### src/rtl/gci_device_responder.sv
// GCI-bus far-end device: announces its address-space size after reset, serves a
// small word register file to core reads/writes and forwards local interrupts.
module gci_device_responder #(
    parameter logic [31:0] P_GCI_SIZE   = 32'h0001_0000,
    parameter int unsigned P_REG_NUM    = 16,
    parameter int unsigned P_INIT_DELAY = 32
) (
    input  logic        iCLOCK,
    input  logic        inRESET,
    input  logic        iGCI_REQ,
    output logic        oGCI_BUSY,
    input  logic        iGCI_RW,
    input  logic [31:0] iGCI_ADDR,
    input  logic [31:0] iGCI_DATA,
    output logic        oGCI_REQ,
    input  logic        iGCI_BUSY,
    output logic [31:0] oGCI_DATA,
    output logic        oGCI_IRQ_REQ,
    output logic [5:0]  oGCI_IRQ_NUM,
    input  logic        iGCI_IRQ_ACK,
    input  logic        iIRQ_EVENT,
    input  logic [5:0]  iIRQ_NUM
);
    localparam int unsigned IDX_W = $clog2(P_REG_NUM);

    typedef enum logic [1:0] {
        S_INIT_WAIT,
        S_INIT_SEND,
        S_IDLE,
        S_READ_RESP
    } state_e;

    state_e            state_q;
    logic [31:0]       init_cnt_q;
    logic [31:0]       init_cnt_d;
    logic              busy_q;
    logic              ret_req_q;
    logic [31:0]       ret_data_q;
    logic [31:0]       regs_q [P_REG_NUM];
    logic              irq_req_q;
    logic [5:0]        irq_num_q;
    logic              irq_ovf_q;

    logic [IDX_W-1:0]  idx;
    logic              accept_wr;
    logic [31:0]       rd_data;
    logic              unused_addr;

    // Upper address bits are ignored, so the register file aliases across the space.
    assign idx         = iGCI_ADDR[IDX_W+1:2];
    assign unused_addr = ^{iGCI_ADDR[31:IDX_W+2], iGCI_ADDR[1:0]};
    assign accept_wr   = (state_q == S_IDLE) && iGCI_REQ && iGCI_RW;
    assign init_cnt_d  = init_cnt_q + 32'd1;

    always_comb begin
        // NOTE: rd_data gets a default before any condition so no path infers a latch.
        rd_data = regs_q[idx];
        if (idx == '0) begin
            rd_data = {30'h0, irq_ovf_q, irq_req_q};
        end
    end

    // Bus-side FSM; every output is a register.  Each return pulse is followed by a
    // cleanup cycle, so BUSY drops one cycle after the pulse.
    always_ff @(posedge iCLOCK or negedge inRESET) begin
        if (!inRESET) begin
            state_q    <= S_INIT_WAIT;
            init_cnt_q <= '0;
            busy_q     <= 1'b1;
            ret_req_q  <= 1'b0;
            ret_data_q <= '0;
        end else begin
            case (state_q)
                S_INIT_WAIT: begin
                    if (init_cnt_d >= P_INIT_DELAY) begin
                        init_cnt_q <= '0;
                        state_q    <= S_INIT_SEND;
                    end else begin
                        init_cnt_q <= init_cnt_d;
                    end
                end
                S_INIT_SEND, S_READ_RESP: begin
                    if (ret_req_q) begin
                        ret_req_q  <= 1'b0;
                        ret_data_q <= '0;
                        busy_q     <= 1'b0;
                        state_q    <= S_IDLE;
                    end else if (!iGCI_BUSY) begin
                        ret_req_q <= 1'b1;
                        if (state_q == S_INIT_SEND) begin
                            ret_data_q <= P_GCI_SIZE;
                        end
                    end
                end
                S_IDLE: begin
                    if (iGCI_REQ && !iGCI_RW) begin
                        ret_data_q <= rd_data;
                        busy_q     <= 1'b1;
                        state_q    <= S_READ_RESP;
                    end
                end
                default: begin
                    state_q <= S_INIT_WAIT;
                end
            endcase
        end
    end

    always_ff @(posedge iCLOCK or negedge inRESET) begin
        if (!inRESET) begin
            // NOTE: the register file has a defined reset value, so every word is reset here.
            for (int i = 0; i < int'(P_REG_NUM); i++) begin
                regs_q[i] <= '0;
            end
        end else if (accept_wr && (idx != '0)) begin
            regs_q[idx] <= iGCI_DATA;
        end
    end

    // Interrupt channel; a new event while one is pending (even in the ACK cycle)
    // is dropped and recorded as overflow, which wins over a same-cycle clear.
    always_ff @(posedge iCLOCK or negedge inRESET) begin
        if (!inRESET) begin
            irq_req_q <= 1'b0;
            irq_num_q <= '0;
            irq_ovf_q <= 1'b0;
        end else begin
            if (accept_wr && (idx == '0) && iGCI_DATA[1]) begin
                irq_ovf_q <= 1'b0;
            end
            if (irq_req_q) begin
                if (iIRQ_EVENT) begin
                    irq_ovf_q <= 1'b1;
                end
                if (iGCI_IRQ_ACK) begin
                    irq_req_q <= 1'b0;
                end
            end else if (iIRQ_EVENT) begin
                irq_req_q <= 1'b1;
                irq_num_q <= iIRQ_NUM;
            end
        end
    end

    assign oGCI_BUSY    = busy_q;
    assign oGCI_REQ     = ret_req_q;
    assign oGCI_DATA    = ret_data_q;
    assign oGCI_IRQ_REQ = irq_req_q;
    assign oGCI_IRQ_NUM = irq_num_q;

endmodule

### config.mk
export PLATFORM = sky130hd
export DESIGN_NAME = gci_device_responder
export DESIGN_NICKNAME = d
export VERILOG_FILES = /design/src/rtl/gci_device_responder.sv
export SDC_FILE = /design/constraint.sdc
export NUM_CORES = 1
export LEC_CHECK = 0
export CORE_UTILIZATION = 30
export DETAILED_ROUTE_END_ITERATION = 6
export SYNTH_ARGS = -nofsm -noshare
export SYNTH_HDL_FRONTEND = slang
export SYNTH_SLANG_ARGS = --single-unit
### constraint.sdc
create_clock -name iCLOCK -period 3.9 [get_ports iCLOCK]
set_input_delay 0.975 -clock iCLOCK [delete_from_list [all_inputs] [get_ports iCLOCK]]
set_output_delay 0.975 -clock iCLOCK [all_outputs]
set_load 0.01 [all_outputs]
==> metrics.yaml <==
cts_resized: 0
total_leakage_power_uw: 0.0138
p_int_uw: 13000
cts_setup_buffers: 0
cts_sinks: 585
final_cells: 2886
setup_viol: 0
initial_utilization_pct: 30.3
ys_types: 57
portBuffers: 89
drt-initial-drc-count: 904
status: "completed"
swShare_pct: 25.7
ys_warn_count: 0
area_growth_pct: 17.8
clk_pin_slew_ns: 0.06
synthArstFlopShare_pct: 100
drive_above_1_share_pct: 48.2
layout_common_cells: "dfrtp_1 (584), mux2_2 (487), mux4_2 (157)"
seq_area_frac_synth_pct: 56.5
antenna_found_initial: 7
drv_slew: 0
vias: 14700
ys.flop_type: "dfrtp_1"
cp_cell_sequence: "ha_1, nand4_1, or3_2, or4_4, a211oi_2, nand4_2, a211oi_1, a21o_1"
regArea_um2: 14600
fin_setup_tns_ns: 0
netlist_instances: 1639
total_power_uw: 17500
cts_buffer_depth: 3
gp_congestion: 0.786
ys_seq_elements: 585
ant_nets: 0
clock_skew_ns: 0.0283
combPwrFrac_pct: 18.2
worstSetupPathType: "reg -> reg"
setup.worst_path.end_class: "register"
max_slew.worst_pin.slew_ns: 0.774
period_needed_ns: 3.15
cts_max_level: 3
cap_violations: 0
numCtsBuffers: 67
fin_crit_sh_pct: 80.8
grt-ovfl-total: 0
synth_edf_count: 0
hold_class: "in -> async"
dpl.hpwl_mm: 39.4
layout_commonest_cell: "dfrtp_1"
rsz0062_at_grt: "false"
die_h_um: 296
vdd_drop_max_mv: 0.344
grtUsageTotal_pct: 15.2
ff2ff_setup_slack_ns: 0.75
cts_tree: "done"
dpl.cell_count: 2769
startpoint_type: "register"
synth_area_um2: 25900
slowest_stage: "or4_4"
ios: 118
crit_arrival_ns: 3.68
pwr-share-seq_pct: 47.1
rows: 107
cts_root_buffer: "clkbuf_16"
dieArea_um2: 87600
slew_headroom_pct: 48.4
syn_avg_cell_area_um2: 15.8
die_x_um: 296
pwr_density_cell_nw_per_um2: 574
final_nets: 1772
route.detailed.drc: 0
max_stage_delay_ns: 0.52
drtPass1Iterations: 5
p_sw_uw: 4510
grt_max_degree: 104
timing.fmax_mhz: 317
grt_pass1_vias: 16100
fillers: 8077
final_util_pct: 35.8
hold_violations: 0
synth_nets: 1717
clockPowerShare_pct: 34.7
grt_pass1_wl_mm: 101
via_per_inst: 5.10
routedWlPerCell_um: 22.2
multi_input_area_um2: 10700
worstPathMaxFanout: 7
routed_wl_mm: 64.0
hold_buffers: 0
clk_latency_ns: 0.61
core-area_um2: 85400
required_ns: 4.43
logic make-up after synthesis:
kind of cell	share of synthesized area [%]
mux	35.0
flops	56.5
buf+inv	2.50
simple gates	3.40
compound gates	2.53
xor+xnor	0.101
fa+ha+maj	0.0483
registers in the layout (all words and copies together), names as in the netlist:
name and flops:
oGCI_REQ 1, irq_ovf_q 1, oGCI_BUSY 1, oGCI_IRQ_NUM 6
regs_q 509, init_cnt_q 32, state_q 2, oGCI_DATA 32
oGCI_IRQ_REQ 1
cells in the mapped netlist, types with 3 or more instances:
cell | count | area share [%]
a32o_1 | 29 | 1.1
or2_2 | 4 | 0.097
buf_1 | 32 | 0.46
o21ai_0 | 8 | 0.15
nor2b_1 | 4 | 0.097
or3_1 | 9 | 0.22
dfrtp_1 | 584 | 56
inv_1 | 6 | 0.087
a21o_1 | 4 | 0.12
nor2_1 | 22 | 0.32
a211oi_1 | 4 | 0.12
nand3_1 | 14 | 0.27
mux2_2 | 487 | 21
nor4_1 | 8 | 0.19
and3_1 | 8 | 0.19
nor3b_1 | 4 | 0.12
nand2b_1 | 3 | 0.072
o211ai_1 | 3 | 0.087
nand4_1 | 14 | 0.34
buf_2 | 10 | 0.19
nor3_1 | 6 | 0.12
mux2i_1 | 4 | 0.15
nand2_1 | 22 | 0.32
and2_1 | 27 | 0.65
clkbuf_1 | 119 | 1.7
a21oi_1 | 8 | 0.15
mux4_2 | 157 | 14
cell type report:
cell class / instances / area share, %
clock inverter: 25 / 0.901
inverter: 6 / 0.0738
timing repair buffer: 148 / 5.23
antenna: 1 / 0.00819
sequential: 585 / 47.9
clock buffer: 91 / 6.05
tap: 1144 / 4.69
multi-input combinational: 886 / 35.1
power by group through the flow:
| stage | logic, uW | clock network (uW) | registers, uW |
|---|---|---|---|
| after floorplan | 2250 | 0 | 8120 |
| after global placement | 3120 | 0 | 8220 |
| after detailed placement | 3250 | 0 | 8350 |
| after CTS | 3250 | 6280 | 8250 |
| after global routing | 3460 | 6540 | 8440 |
| final | 3190 | 6090 | 8250 |
final timing paths:
kind,from,depth (start not counted),endpoint
worst max-delay path,init_cnt_q[0],8,init_cnt_q[3]
worst min-delay path,inRESET,1,regs_q[457]
worst max register to register,init_cnt_q[0],8,init_cnt_q[3]
worst min register to register,regs_q[493],0,regs_q[493]
max in group asynchronous,inRESET,2,regs_q[198]
min in group iCLOCK,regs_q[493],0,regs_q[493]
worst max-delay path: cells and delay by family (launching register included):
family | cells | cell delay, ns
AOI/OAI and AO/OA | 3 | 0.71
adders and majority gates | 1 | 0.33
DFF | 1 | 0.46
and+or+nand+nor | 4 | 1.57
stage by stage:
stage | instance area, um2 | hold WS [ns] | worst slack [ns]
2_1_floorplan | 25900 | 0.425 | 0.726
3_3_place_gp | 28400 | 0.360 | 0.438
3_5_place_dp | 28400 | 0.363 | 0.428
4_1_cts | 30500 | 0.375 | 0.782
5_1_grt | 30500 | 0.378 | 0.556
6_report | 30500 | 0.361 | 0.750
per-layer routing:
layer  part of all wire (%)  track usage (%)  up-vias
li1                       -                -     6256
met5                   0.12                0        -
met2                     49             25.0      321
met1                     44             20.3     8015
met4                    2.3             4.45       12
met3                    4.8             3.19      111
(Power assumes the default switching activity.)
